## config.mk

```make
export PLATFORM = sky130hd
export DESIGN_NAME = pipeline_hazard_ctrl
export DESIGN_NICKNAME = d
export VERILOG_FILES = /design/src/rtl/pipe_pkg.sv /design/src/rtl/hazard_match.sv /design/src/rtl/pipeline_hazard_ctrl.sv
export SDC_FILE = /design/constraint.sdc
export NUM_CORES = 1
export LEC_CHECK = 0
export BUFFER_PORTS_ARGS = -buffer_cell sky130_fd_sc_hd__buf_2
export CAP_MARGIN = 10
export CELL_PAD_IN_SITES_DETAIL_PLACEMENT = 1
export CELL_PAD_IN_SITES_GLOBAL_PLACEMENT = 1
export CORE_AREA = 2 2 80 82
export CTS_CLUSTER_DIAMETER = 50
export CTS_CLUSTER_SIZE = 40
export DETAILED_ROUTE_END_ITERATION = 7
export DIE_AREA = 0 0 82 84
export PLACE_DENSITY = 0.91
export SKIP_LAST_GASP = 1
export SYNTH_ARGS = -nofsm -noshare
export SYNTH_HDL_FRONTEND = slang
export SYNTH_HIERARCHICAL = 1
export SYNTH_SLANG_ARGS = --single-unit
export TNS_END_PERCENT = 20
```

## constraint.sdc

```tcl
create_clock -name clk -period 6.4 [get_ports clk]
set_input_delay 0.32 -clock clk [delete_from_list [all_inputs] [get_ports clk]]
set_output_delay 0.32 -clock clk [all_outputs]
set_load 0.05 [all_outputs]
```

## src/rtl/pipe_pkg.sv

```systemverilog
// Shared types and helpers for the in-order pipeline hazard controller.
package pipe_pkg;

  // Widest register number a tracker entry can hold; REG_W must not exceed it.
  localparam int MAX_REG_W = 8;

  // Forward-select value meaning "take the operand from the register file".
  localparam int FWD_REGFILE = 0;

  // One in-flight instruction as seen by the hazard logic.
  typedef struct packed {
    logic                 valid;
    logic [MAX_REG_W-1:0] dest;
    logic                 wr;
    logic                 ld;
  } trk_entry_t;

  // Width of a forward select able to encode 0 (regfile) and 1..depth.
  function automatic int fwd_w(input int depth);
    return (depth < 1) ? 1 : $clog2(depth + 1);
  endfunction

endpackage

```

## src/rtl/hazard_match.sv

```systemverilog
// Per-operand priority search over the tracked post-issue stages.
// Returns the youngest stage producing the operand and whether that
// producer is a load whose data is not yet available.
module hazard_match
  import pipe_pkg::*;
#(
  parameter int DEPTH      = 2,
  parameter int LOAD_STAGE = 2,
  parameter int REG_W      = 5,
  parameter int FW         = fwd_w(DEPTH)
) (
  input  trk_entry_t [DEPTH-1:0] entries,
  input  logic [REG_W-1:0]       src,
  input  logic                   src_used,
  output logic [FW-1:0]          fwd,
  output logic                   ld_not_ready
);

  logic [MAX_REG_W-1:0] src_ext_s;
  logic [DEPTH-1:0]     hit_s;

  assign src_ext_s = MAX_REG_W'(src);

  // Flag every stage whose pending write targets this operand ($0 never matches).
  always_comb begin
    hit_s = '0;
    for (int k = 0; k < DEPTH; k++) begin
      hit_s[k] = entries[k].valid & entries[k].wr & (entries[k].dest == src_ext_s)
                 & (src != '0) & src_used;
    end
  end

  // Scan oldest to youngest so the youngest (lowest-index) hit ends up winning.
  always_comb begin
    fwd          = FW'(FWD_REGFILE);
    ld_not_ready = 1'b0;
    for (int k = DEPTH - 1; k >= 0; k--) begin
      fwd          = hit_s[k] ? FW'(k + 1) : fwd;
      ld_not_ready = hit_s[k] ? (entries[k].ld & ((k + 1) < LOAD_STAGE)) : ld_not_ready;
    end
  end

endmodule

```

## src/rtl/pipeline_hazard_ctrl.sv

```systemverilog
// Parametrised forward/stall/flush controller for the in-order MIPS pipelines.
// A shift register tracks dest/RegWrite/load of every instruction in the
// DEPTH post-issue stages; forward selects and the load-use stall are derived
// combinationally from it, and stall/flush events are counted with saturation.
module pipeline_hazard_ctrl
  import pipe_pkg::*;
#(
  parameter int DEPTH      = 2,
  parameter int LOAD_STAGE = 2,
  parameter int REG_W      = 5,
  parameter int STAT_W     = 16
) (
  input  logic                      clk,
  input  logic                      reset,
  input  logic                      issue_valid,
  input  logic [REG_W-1:0]          rs,
  input  logic [REG_W-1:0]          rt,
  input  logic                      rs_used,
  input  logic                      rt_used,
  input  logic [REG_W-1:0]          dest,
  input  logic                      reg_write,
  input  logic                      is_load,
  input  logic                      branch_taken,
  output logic [fwd_w(DEPTH)-1:0]   fwd_a,
  output logic [fwd_w(DEPTH)-1:0]   fwd_b,
  output logic                      stall,
  output logic                      flush,
  output logic [STAT_W-1:0]         stall_cnt,
  output logic [STAT_W-1:0]         flush_cnt
);

  localparam int FW = fwd_w(DEPTH);

  // Index 0 is stage 1 (youngest), index DEPTH-1 is the regfile-writing stage.
  trk_entry_t [DEPTH-1:0] trk_r;
  trk_entry_t             issue_entry_s;
  logic [FW-1:0]          match_a_s;
  logic [FW-1:0]          match_b_s;
  logic                   ldnr_a_s;
  logic                   ldnr_b_s;
  logic                   stall_s;
  logic                   flush_s;
  logic [STAT_W-1:0]      stall_cnt_r;
  logic [STAT_W-1:0]      flush_cnt_r;

  // Increment unless already at all-ones.
  function automatic logic [STAT_W-1:0] sat_next(input logic [STAT_W-1:0] cur,
                                                 input logic              ev);
    return (ev && (cur != '1)) ? cur + STAT_W'(1) : cur;
  endfunction

  // Pack the issuing instruction into a tracker entry.
  always_comb begin
    issue_entry_s       = '0;
    issue_entry_s.valid = 1'b1;
    issue_entry_s.dest  = MAX_REG_W'(dest);
    issue_entry_s.wr    = reg_write;
    issue_entry_s.ld    = is_load;
  end

  hazard_match #(
    .DEPTH      (DEPTH),
    .LOAD_STAGE (LOAD_STAGE),
    .REG_W      (REG_W),
    .FW         (FW)
  ) u_match_a (
    .entries      (trk_r),
    .src          (rs),
    .src_used     (rs_used),
    .fwd          (match_a_s),
    .ld_not_ready (ldnr_a_s)
  );

  hazard_match #(
    .DEPTH      (DEPTH),
    .LOAD_STAGE (LOAD_STAGE),
    .REG_W      (REG_W),
    .FW         (FW)
  ) u_match_b (
    .entries      (trk_r),
    .src          (rt),
    .src_used     (rt_used),
    .fwd          (match_b_s),
    .ld_not_ready (ldnr_b_s)
  );

  // Load-use stall wins over a branch; forwards are zeroed while stalled.
  always_comb begin
    stall_s = issue_valid & (ldnr_a_s | ldnr_b_s);
    flush_s = branch_taken & issue_valid & ~stall_s;
    fwd_a   = stall_s ? FW'(FWD_REGFILE) : match_a_s;
    fwd_b   = stall_s ? FW'(FWD_REGFILE) : match_b_s;
  end

  // Advance the tracker; a stalled or empty issue slot inserts a bubble.
  always_ff @(posedge clk) begin
    if (reset) begin
      trk_r <= '0;
    end else begin
      trk_r[0] <= (issue_valid && !stall_s) ? issue_entry_s : '0;
      for (int k = 1; k < DEPTH; k++) begin
        trk_r[k] <= trk_r[k-1];
      end
    end
  end

  // Saturating stall and flush event counters.
  always_ff @(posedge clk) begin
    if (reset) begin
      stall_cnt_r <= '0;
      flush_cnt_r <= '0;
    end else begin
      stall_cnt_r <= sat_next(stall_cnt_r, stall_s);
      flush_cnt_r <= sat_next(flush_cnt_r, flush_s);
    end
  end

  assign stall     = stall_s;
  assign flush     = flush_s;
  assign stall_cnt = stall_cnt_r;
  assign flush_cnt = flush_cnt_r;

endmodule

```

# Word level (Yosys, flattened, before mapping)

Cells that the tools add are included.

Bitwise operators: 20
Multiplexer cells: 9
Add/subtract/negate cells: 2
Reductions and logical operators: 7
Eq/ne operators: 6

Operator list:

| kind                                                            | count |
|---|---|
| 16-bit by 1-bit adder with 16-bit output, second input constant | 2 |
| 8-bit by 5-bit == test with 1-bit output                        | 4 |
| 16-bit inequality test, second input constant                   | 2 |
| 1-bit AND                                                       | 17 |
| 2-bit two-way mux                                               | 6 |
| 11-bit two-way mux                                              | 1 |
| 5-bit nonzero test                                              | 2 |
| 1-bit logical AND                                               | 3 |
| 1-bit two-way mux                                               | 2 |
| 1-bit NOT                                                       | 2 |
| 2-bit OR reduction                                              | 1 |
| 1-bit logical NOT                                               | 1 |
| 1-bit bitwise OR                                                | 1 |

Register bits after elaboration: 53
Word-level logic and storage cells: 54
Input port bits: 23
Output and inout bits: 38

# Depth between registers and ports, before layout

Gate-level depths: netlist (run 1).

Depth after elaboration: 11
Mapped depth: 9
Mapped depth without buffers: 9

# Modules after synthesis

The synthesis (run 1) kept the hierarchy.

Modules (own cells, without submodules):

| module               | sequential area each (um^2) | times used | cells each | area an instance (um^2) |
|---|---|---|---|---|
| pipeline_hazard_ctrl | 960.9                       | 1          | 236        | 2132.0 |
| hazard_match         | 0.0                         | 2          | 22         | 187.7 |

# Least setup slack after synthesis (run 1)

No wires, ideal clock.

Kind: input -> register
Start: input rs[2]
End: register flush_cnt_r[11] (netlist: flush_cnt[11])
Slack: 3513 ps
Data arrival time: 2766 ps
Library setup time: 121 ps
Data required time: 6279 ps
Stages: 9
Path buffers: 0
Cell sequence: or4_4 o21ai_4 nor3_2 and2_1 nand4bb_1 inv_1 nand2_1 nor4_1 mux2_2

Cells in the longest elaborated chain, start to end: 10
Elaborated cells between the ends (all ways): 11
Classes of those cells: eq/ne (1); mux (1); bitwise (7); reduce/logical (2)

RTL lines:

| item                                     | line                        | text |
|---|---|---|
| start, declared                          | pipeline_hazard_ctrl.sv:16  | `input logic [REG_W-1:0] rs,` |
| 8-bit by 5-bit == test with 1-bit output | hazard_match.sv:28          | `hit_s[k] = entries[k].valid & entries[k].wr & (entries[k].dest == src_ext_s)` |
| 1-bit AND                                | hazard_match.sv:28          |  |
| 1-bit AND (*) (2 in a row)               | hazard_match.sv:29          | `& (src != '0) & src_used;` |
| 1-bit two-way mux (*)                    | hazard_match.sv:39          | `ld_not_ready = hit_s[k] ? (entries[k].ld & ((k + 1) < LOAD_STAGE)) : ld_not_ready;` |
| named net ldnr_a_s                       | pipeline_hazard_ctrl.sv:39  | `logic ldnr_a_s;` |
| 1-bit bitwise OR (*)                     | pipeline_hazard_ctrl.sv:89  | `stall_s = issue_valid & (ldnr_a_s \| ldnr_b_s);` |
| 1-bit AND (*)                            | pipeline_hazard_ctrl.sv:89  |  |
| 1-bit NOT (*)                            | pipeline_hazard_ctrl.sv:90  | `flush_s = branch_taken & issue_valid & ~stall_s;` |
| 1-bit AND (*)                            | pipeline_hazard_ctrl.sv:90  |  |
| named net flush                          | pipeline_hazard_ctrl.sv:27  | `output logic flush,` |
| 1-bit logical AND (*)                    | pipeline_hazard_ctrl.sv:49  | `return (ev && (cur != '1)) ? cur + STAT_W'(1) : cur;` |
| end signal, assigned                     | pipeline_hazard_ctrl.sv:114 | `flush_cnt_r <= sat_next(flush_cnt_r, flush_s);` |
| end, declared                            | pipeline_hazard_ctrl.sv:44  | `logic [STAT_W-1:0] flush_cnt_r;` |

Mark *: on every way through the listed nets, which the timed path passes. The rest lies on a longest branch.
A chain may end at the register's enable or synchronous reset.

# Worst setup path in the final report (run 1)

Start: input rs[2]
End: register flush_cnt_r[11] (netlist: flush_cnt[11])

Cells in the longest elaborated chain, start to end: 10
Elaborated cells between the ends (all ways): 11
Classes of those cells: eq/ne (1); mux (1); bitwise (7); reduce/logical (2)

RTL lines:

| item                                     | line |
|---|---|
| 8-bit by 5-bit == test with 1-bit output | hazard_match.sv:28 |
| 1-bit AND                                | hazard_match.sv:28 |
| 1-bit AND (*) (2 in a row)               | hazard_match.sv:29 |
| 1-bit two-way mux (*)                    | hazard_match.sv:39 |
| named net ldnr_a_s                       | pipeline_hazard_ctrl.sv:39 |
| 1-bit bitwise OR (*)                     | pipeline_hazard_ctrl.sv:89 |
| 1-bit AND (*)                            | pipeline_hazard_ctrl.sv:89 |
| 1-bit NOT (*)                            | pipeline_hazard_ctrl.sv:90 |
| 1-bit AND (*)                            | pipeline_hazard_ctrl.sv:90 |
| 1-bit logical AND (*)                    | pipeline_hazard_ctrl.sv:49 |

Marked as above.

==> results of run 1 <==
## flip-flops by register name, summed over array words and instances, names as in the netlist
name / flops
flush_cnt: 16
stall_cnt: 16
trk_r: 15
## critical path, delay by kind of cell
family,cells,cell delay (ns)
AND/OR/NAND/NOR,6,1.86
buffers and inverters,2,0.44
multiplexers,1,0.37
AO/OA/AOI/OAI,1,0.16
## placed cells by master (no fill, tap or decap), types with 5 or more instances in the layout
cell / n
sky130_fd_sc_hd__nand2_1: 10
sky130_fd_sc_hd__nor3_1: 8
sky130_fd_sc_hd__nor2b_1: 10
sky130_fd_sc_hd__o31ai_1: 7
sky130_fd_sc_hd__conb_1: 12
sky130_fd_sc_hd__nand3_1: 12
sky130_fd_sc_hd__nor2_1: 15
sky130_fd_sc_hd__and4_1: 5
sky130_fd_sc_hd__and2_1: 13
sky130_fd_sc_hd__xor2_1: 11
sky130_fd_sc_hd__xnor2_1: 11
sky130_fd_sc_hd__nand4_1: 12
sky130_fd_sc_hd__buf_2: 60
sky130_fd_sc_hd__inv_1: 7
sky130_fd_sc_hd__or3_1: 7
sky130_fd_sc_hd__or4_1: 10
sky130_fd_sc_hd__dfxtp_1: 47
sky130_fd_sc_hd__nor4_1: 9
sky130_fd_sc_hd__clkbuf_8: 5
sky130_fd_sc_hd__a21oi_1: 18
sky130_fd_sc_hd__o21ai_0: 8
## per-stage QoR
step	utilization, %	hold WS (ns)	area (um2)	std cells
after floorplan	-	0.4417	2522	289
after global placement	47.56	0.4732	2899	420
after detailed placement	47.56	0.4955	2899	420
after CTS	49.79	0.2171	3035	428
after global routing	49.79	0.2144	3035	428
final	49.79	0.2191	3035	428
## area by class of cell
| type | count | area share (%) |
|---|---|---|
| Clock buffer | 5 | 2.267 |
| Clock inverter | 3 | 2.226 |
| Inverter | 7 | 0.8656 |
| Multi-Input combinational cell | 228 | 50.33 |
| Sequential cell | 47 | 31.00 |
| Tap cell | 77 | 3.174 |
| Timing Repair Buffer | 61 | 10.14 |
## routing by layer
metal  routed length, um  vias to the layer above
met3                 234                        8
li1                    -                     1175
met1                3197                     1195
met5                  12                        -
met4                  51                        2
met2                3727                       42
## worst max-delay path by stage
stage                          to  cells past startpoint  startpoint  slack, ns
global route        flush_cnt[11]                     10       rs[2]       3.25
global placement    flush_cnt[11]                     10       rs[2]       3.27
CTS                 flush_cnt[11]                     10       rs[2]       3.45
floorplan           flush_cnt[11]                      9       rs[2]       3.51
detailed placement  flush_cnt[11]                     10       rs[2]       3.16
finish              flush_cnt[11]                     10       rs[2]       3.43
## where the power goes
group	switching [W]	internal, W
Clock	0.000105	0.000156
Combinational	0.0000245	0.0000164
Sequential	0.00000429	0.000296
Total	0.000134	0.000469
==> impl_metrics.env, run 1 <==
export IMPL_run_status="finished clean"
export IMPL_i_o_buffers=60
export IMPL_postRouteWirelength_mm=7.223
export IMPL_combined_area_of_the_multi_input_logic_cells_um2=1528
export IMPL_cts_max_level=2
export IMPL_critical_path_startpoint_type="primary input"
export IMPL_global_route_usage_met3_pct=3.896
export IMPL_insertion_delay_ns=0.29
export IMPL_clock_tree_from_tritoncts="yes"
export IMPL_cts_max_path_buffers=2
export IMPL_max_vdd_ir_drop_mv=0.1407
export IMPL_timing_worst_setup_path_type="primary input to flip-flop"
export IMPL_routed_wire_length_per_instance_um=16.88
export IMPL_cp_arrival_ns=3.16
export IMPL_timing_rr_start="trk_r[10]"
export IMPL_floorplan_core_area_um2=6096
export IMPL_die_area_um2=6888
export IMPL_grt_pass1_wl_mm=11.94
export IMPL_register_area_um2=940.9
export IMPL_setup_slack_ns=3.431
export IMPL_floorplan_die_width_um=82
export IMPL_avgSynthCellArea_um2=8.925
export IMPL_maxClockFrequency_ghz=0.3368
export IMPL_die_h_um=84
export IMPL_final_layout_size_suffix_gt1_share_pct=24.79
export IMPL_cts_resized=0
export IMPL_via_per_inst=5.659
export IMPL_whs_path_depth=2
export IMPL_reg2regPathDepth=8
export IMPL_whs_endpoint="trk_r[4]"
export IMPL_gpl_final_weighted_congestion=0.8900
export IMPL_timing_final_max_slew_violations=0
export IMPL_path_max_fanout=14
export IMPL_filler_cell_count=772
export IMPL_cts_hold_buffers=0
export IMPL_worst_r2r_setup_slack_ns=3.54
export IMPL_via_count=2422
export IMPL_final_min_clock_period_ns=2.969
export IMPL_power_density_nw_per_um2=198.5
export IMPL_worst_pin_slew_ns=1.038
export IMPL_power_w=0.0006026
export IMPL_leakagePower_nw=1.155
export IMPL_netlist_area_um2=2481
export IMPL_fin_worst_skew_ns=0.003354
export IMPL_antenna_violations_before_repair=1
export IMPL_initial_core_util_pct=40.70
export IMPL_timing_critical_path_cells="buf_2 -> or4_4 -> o21ai_4 -> nor3_2 -> and2_1 -> nand4bb_1 -> inv_1 -> nand2_1 -> nor4_1 -> mux2_2"
export IMPL_grt_setup_unrepaired="false"
export IMPL_cts_root_buf="sky130_fd_sc_hd__clkbuf_8"
export IMPL_final_setup_tns_ns=0
export IMPL_antenna_left=0
export IMPL_groute_layer_met1_usage_pct=27.94
export IMPL_final_hold_viol_count=0
export IMPL_cts_setup_buffers=0
export IMPL_netlist_instances=278
export IMPL_pre_cts_slack_ns=3.162
export IMPL_final_setup_viol_count=0
export IMPL_critPathMaxStageDelay_ns=0.55
export IMPL_clock_buffers_created_by_tritoncts=5
export IMPL_firstDrtPassIters=4
export IMPL_max_cap_violations=0
export IMPL_flow_area_growth_from_synthesis_pct=22.34
export IMPL_n_antenna_cell=0
export IMPL_detailed_place_hpwl_mm=5.310
export IMPL_grt_busiest_layer="met2"
export IMPL_numClockSinks=47
export IMPL_io_pins=61
export IMPL_ys_warnings_count=6
export IMPL_drc=0
export IMPL_hp_start="dest[2]"
export IMPL_hp_class="primary input to flip-flop"
export IMPL_finalCritPeriodShare_pct=46.39
export IMPL_std_cell_rows=29
export IMPL_grt_max_degree=45
export IMPL_global_route_overflow_total=0
export IMPL_drt_iter0_markers=102
export IMPL_slew_limit_headroom_pct=29.84
export IMPL_slowest_stage="sky130_fd_sc_hd__nand4bb_1"
export IMPL_grt_pass1_vias=2444
export IMPL_endpoint_kind="flip-flop"
export IMPL_global_route_usage_over_all_layers_pct=21.84
export IMPL_critical_path_reg2reg_endpoint="stall_cnt[13]"
export IMPL_clkSlewWorstSetupHoldPaths_ns=0.09
export IMPL_design_final_nets=375
export IMPL_worst_endpoint_required_ns=6.59
export IMPL_grt_met2_usage_pct=38.06
No activity file was read; power rests on OpenSTA's default activity.
==> run 2: changes to the inputs <==
ABC_AREA = 1   (was default)
CORE_AREA = 2 2 94 96   (was 2 2 80 82)
DIE_AREA = 0 0 96 98   (was 0 0 82 84)
PLACE_DENSITY = 0.86   (was 0.91)
clock period = 3.1 ns   (was 6.4 ns; I/O delays follow)
==> run 2 against run 1 <==
Net effect:
- hold slack lost 0.15 ns
- largest cell class unchanged
- clock skew grew 0.010 ns
- clock-buffer cell count grew 1
- critical path type is now flip-flop to output pin
- largest power group unchanged
- clock power grew 49%
- global-route usage shrank 1.3 points
- first-iteration DRC count shrank 19%
==> impl_metrics.env, run 2 <==
export IMPL_run_status="finished clean"
export IMPL_die_h_um=98
export IMPL_post_placement_cell_area_um2=3552
export IMPL_finalCritPeriodShare_pct=69.74
export IMPL_via_count=3261
export IMPL_drt_iter0_markers=83
export IMPL_leakagePower_nw=1.738
export IMPL_fin_worst_skew_ns=0.01360
export IMPL_floorplan_die_width_um=96
export IMPL_cts_setup_buffers=0
export IMPL_final_setup_viol_count=0
export IMPL_cts_resized=0
export IMPL_hold_worst_slack_ns=0.06469
export IMPL_hp_class="primary input to flip-flop"
export IMPL_grt_setup_unrepaired="false"
export IMPL_worst_endpoint_required_ns=2.94
export IMPL_max_cap_violations=0
export IMPL_cts_max_level=2
export IMPL_filler_cell_count=1192
export IMPL_post_route_cell_area_um2=3640
export IMPL_floorplan_core_area_um2=8466
export IMPL_detailed_place_hpwl_mm=7.385
export IMPL_cp_arrival_ns=2.01
export IMPL_netlist_area_um2=3107
export IMPL_endpoint_kind="output pin"
export IMPL_layout_common_cells="sky130_fd_sc_hd__nand2_1 (124), sky130_fd_sc_hd__nor2_1 (105), sky130_fd_sc_hd__inv_1 (71)"
export IMPL_std_cell_rows=34
export IMPL_cts_max_path_buffers=2
export IMPL_maxClockFrequency_ghz=0.4626
export IMPL_antenna_left=0
export IMPL_path_max_fanout=11
export IMPL_critical_path_startpoint_type="flip-flop"
export IMPL_pre_cts_slack_ns=1.087
export IMPL_firstDrtPassIters=4
export IMPL_global_route_usage_over_all_layers_pct=20.55
export IMPL_io_pins=61
export IMPL_final_layout_size_suffix_gt1_share_pct=24.08
export IMPL_clock_tree_from_tritoncts="yes"
export IMPL_cts_root_buf="sky130_fd_sc_hd__clkbuf_8"
export IMPL_worst_pin_slew_ns=0.8163
export IMPL_grt_pass1_vias=3400
export IMPL_slew_limit_headroom_pct=45.24
export IMPL_cts_hold_buffers=0
export IMPL_grt_max_degree=29
export IMPL_netlist_instances=495
export IMPL_register_area_um2=940.9
export IMPL_global_route_overflow_total=0
export IMPL_final_min_clock_period_ns=2.162
export IMPL_final_hold_viol_count=0
export IMPL_gpl_final_weighted_congestion=0.8711
export IMPL_numClockSinks=47
export IMPL_die_area_um2=9408
export IMPL_avgSynthCellArea_um2=6.276
export IMPL_flow_area_growth_from_synthesis_pct=17.16
export IMPL_grt_pass1_wl_mm=15.48
export IMPL_timing_final_max_slew_violations=0
export IMPL_combined_area_of_the_multi_input_logic_cells_um2=1854
export IMPL_max_vdd_ir_drop_mv=0.1660
export IMPL_drc=0
export IMPL_clock_buffers_created_by_tritoncts=5
export IMPL_power_density_nw_per_um2=309.9
export IMPL_antenna_violations_before_repair=1
export IMPL_insertion_delay_ns=0.31
export IMPL_postRouteWirelength_mm=9.068
export IMPL_final_setup_tns_ns=0
export IMPL_final_common_cell="sky130_fd_sc_hd__nand2_1"
export IMPL_initial_core_util_pct=36.70
export IMPL_timing_worst_setup_path_type="flip-flop to output pin"
export IMPL_design_final_nets=594
export IMPL_setup_slack_ns=0.9381
export IMPL_routed_wire_length_per_instance_um=13.39
export IMPL_power_w=0.001128
export IMPL_i_o_buffers=60
export IMPL_via_per_inst=4.817
export IMPL_ys_warnings_count=6
export IMPL_n_antenna_cell=0
export IMPL_clkSlewWorstSetupHoldPaths_ns=0.09
run 2: worst paths after layout:
path | depth (start not counted) | endpoint | slack, ns | startpoint
hold reg to reg | 2 | trk_r[12] | 0.45 | trk_r[1]
hold / removal | 3 | trk_r[2] | 0.06 | dest[0]
setup reg to reg | 14 | stall_cnt[10] | 1.07 | trk_r[6]
setup / recovery | 10 | stall | 0.94 | trk_r[6]
run 2: cell type report:
class | count | share of cell area (%)
clock buffers | 6 | 2.269
clock inverters | 1 | 0.1375
inverters | 83 | 8.628
multi-input cells | 371 | 50.95
flip-flops and latches | 47 | 25.85
well taps | 108 | 3.713
repair buffers | 61 | 8.457
run 2: power by group:
group,internal (W),total (W),switching (W)
Sequential,0.000612,0.000621,0.00000869
Combinational,0.0000401,0.000117,0.0000766
Clock,0.000176,0.000390,0.000215
run 2: per-layer routing:
layer | up-vias | track usage, % | wire length (um)
li1 | 1636 | - | -
met1 | 1560 | 24.47 | 3887
met2 | 49 | 37.29 | 4704
met3 | 14 | 3.009 | 289
met4 | 2 | 6.154 | 170
met5 | - | 0 | 16
run 2: worst max-delay path, cell delays in order (launching register included):
cell and delay (ns):
sky130_fd_sc_hd__dfxtp_1 0.42, sky130_fd_sc_hd__inv_1 0.07, sky130_fd_sc_hd__nand2_1 0.06, sky130_fd_sc_hd__nand2_1 0.06, sky130_fd_sc_hd__nor2_2 0.11, sky130_fd_sc_hd__nand3_2 0.11, sky130_fd_sc_hd__nor3_2 0.21, sky130_fd_sc_hd__nor2_2 0.08
sky130_fd_sc_hd__nor2_1 0.10, sky130_fd_sc_hd__buf_4 0.20, sky130_fd_sc_hd__buf_2 0.29
run 2: stage by stage:
stage,utilization (%),std cells
after floorplan,-,506
after global placement,41.96,670
after detailed placement,41.96,670
after CTS,42.99,677
after global routing,42.99,677
final,42.99,677
==> run 3: changes to the inputs <==
clock period = 2 ns   (was 3.1 ns; I/O delays follow)
==> run 3 against run 2 <==
Net effect:
- the run now ends with negative setup slack left
- clock skew increased by 0.0011 ns
- critical path type unchanged
- wire length grew 1.7%
- clock-buffer cell count is the same
- setup slack lost 1.0 ns
- total power grew 56%
- sequential cell count stayed put
- largest cell class unchanged
- utilization is 1.1 points higher
- sequential power is 55% higher
==> impl_metrics.env, run 3 (synthesis gave the netlist of run 2 again) <==
export IMPL_timing_rr_start="trk_r[1]"
export IMPL_final_layout_size_suffix_gt1_share_pct=25.96
export IMPL_fin_worst_skew_ns=0.01468
export IMPL_final_setup_viol_count=7
export IMPL_drt_iter0_markers=93
export IMPL_global_route_overflow_total=0
export IMPL_n_antenna_cell=0
export IMPL_clkSlewWorstSetupHoldPaths_ns=0.09
export IMPL_gpl_final_weighted_congestion=0.8753
export IMPL_worst_pin_slew_ns=0.5892
export IMPL_final_common_cell="sky130_fd_sc_hd__nand2_1"
export IMPL_global_route_usage_over_all_layers_pct=20.72
export IMPL_timing_worst_setup_path_type="flip-flop to output pin"
export IMPL_antenna_left=0
export IMPL_critical_path_startpoint_type="flip-flop"
export IMPL_hold_worst_slack_ns=0.01326
export IMPL_filler_cell_count=1190
export IMPL_via_per_inst=4.836
export IMPL_grt_max_degree=18
export IMPL_cp_startpoint="trk_r[1]"
export IMPL_routed_wire_length_per_instance_um=13.53
export IMPL_run_status="finished, violations left"
export IMPL_max_vdd_ir_drop_mv=0.2779
export IMPL_clock_buffers_created_by_tritoncts=5
export IMPL_power_density_nw_per_um2=472.5
export IMPL_worst_endpoint_required_ns=1.90
export IMPL_hp_class="primary input to flip-flop"
export IMPL_floorplan_die_width_um=96
export IMPL_final_min_clock_period_ns=2.076
export IMPL_layout_common_cells="sky130_fd_sc_hd__nand2_1 (124), sky130_fd_sc_hd__nor2_1 (102), sky130_fd_sc_hd__inv_1 (71)"
export IMPL_setup_slack_ns=-0.07590
export IMPL_pre_cts_slack_ns=0.02662
export IMPL_initial_core_util_pct=36.70
export IMPL_detailed_place_hpwl_mm=7.354
export IMPL_leakagePower_nw=1.792
export IMPL_floorplan_core_area_um2=8466
export IMPL_endpoint_kind="output pin"
export IMPL_max_cap_violations=0
export IMPL_cts_root_buf="sky130_fd_sc_hd__clkbuf_8"
export IMPL_violated_checks="negative setup slack"
export IMPL_antenna_violations_before_repair=0
export IMPL_clock_tree_from_tritoncts="yes"
export IMPL_path_max_fanout=4
export IMPL_std_cell_rows=34
export IMPL_flow_area_growth_from_synthesis_pct=20.18
export IMPL_grt_pass1_vias=3348
export IMPL_maxClockFrequency_ghz=0.4817
export IMPL_drc=0
export IMPL_design_final_nets=599
export IMPL_power_w=0.001764
export IMPL_postRouteWirelength_mm=9.226
export IMPL_cts_max_path_buffers=2
export IMPL_cts_max_level=2
export IMPL_numClockSinks=47
export IMPL_i_o_buffers=60
export IMPL_hp_start="dest[0]"
export IMPL_io_pins=61
export IMPL_timing_final_max_slew_violations=0
export IMPL_die_h_um=98
export IMPL_cp_arrival_ns=1.98
export IMPL_insertion_delay_ns=0.31
export IMPL_grt_pass1_wl_mm=15.41
export IMPL_final_hold_viol_count=0
export IMPL_finalCritPeriodShare_pct=103.8
export IMPL_die_area_um2=9408
export IMPL_firstDrtPassIters=4
export IMPL_grt_setup_unrepaired="true"
export IMPL_slew_limit_headroom_pct=60.30
export IMPL_via_count=3298
==> run 3: changes by cell type in the layout (fill, tap and decap cells not counted), sizes merged <==
cell / delta
dlygate4sd3: +1
buf: +4
clkinv: -1
inv: +1
==> run 3: final cells by class <==
type                    instances  area, um2  share of cell area [%]
flip-flops and latches         47      949.7                   25.44
clock buffers                   6      82.58                   2.212
repair buffers                 66      364.1                   9.752
clock inverters                 1      5.005                  0.1340
inverters                      83      315.3                   8.445
well taps                     108      135.1                   3.619
multi-input cells             371       1882                   50.40
==> run 3: final timing paths <==
path                                      end  slack (ns)  cells after the start
worst min register to register      trk_r[21]        0.45                      2
worst max register to register  stall_cnt[13]       -0.01                     12
worst min-delay path                 trk_r[2]        0.01                      3
worst max-delay path                 fwd_a[0]       -0.08                      9
==> run 3: critical path: stages, from the launching register on <==
cell                      delay (ns)
sky130_fd_sc_hd__dfxtp_1        0.37
sky130_fd_sc_hd__nand2_1        0.07
sky130_fd_sc_hd__a21oi_1        0.24
sky130_fd_sc_hd__nand3_2        0.15
sky130_fd_sc_hd__nor3_4         0.22
sky130_fd_sc_hd__nor2_2         0.10
sky130_fd_sc_hd__nor2_2         0.14
sky130_fd_sc_hd__buf_4          0.15
sky130_fd_sc_hd__nor2_1         0.04
sky130_fd_sc_hd__buf_2          0.20
==> run 3: what timing repair did <==
item,in CTS,in global routing
hold endpoints to repair,1,0
resized for setup,4,18
endpoints found under the setup margin,6,29
hold buffers,1,0
pin swaps,0,2
buffers inserted,0,1
==> run 3: stage by stage <==
| stage | util (%) | setup TNS, ns | cell area, um2 | instances |
|---|---|---|---|---|
| after floorplan | - | 0 | 3148 | 506 |
| after global placement | 42.23 | 0 | 3575 | 673 |
| after detailed placement | 42.23 | 0 | 3575 | 673 |
| after CTS | 43.47 | -0.1984 | 3680 | 681 |
| after global routing | 44.10 | -3.071 | 3734 | 682 |
| final | 44.10 | -0.3203 | 3734 | 682 |
==> run 3: report_power, final <==
part / leakage, nW / switching (W) / internal (W)
clock: 0.0470 / 0.000337 / 0.000272
sequential: 0.383 / 0.0000136 / 0.000949
combinational: 1.36 / 0.000125 / 0.0000670
==> run 3: routing by layer <==
layer  track usage (%)  up-vias  wire (um)
li1                  -     1650          -
met1             24.70     1567       3879
met2             36.97       64       4773
met3             3.318       17        360
met4             7.033        0        214
met5                 0        -          0
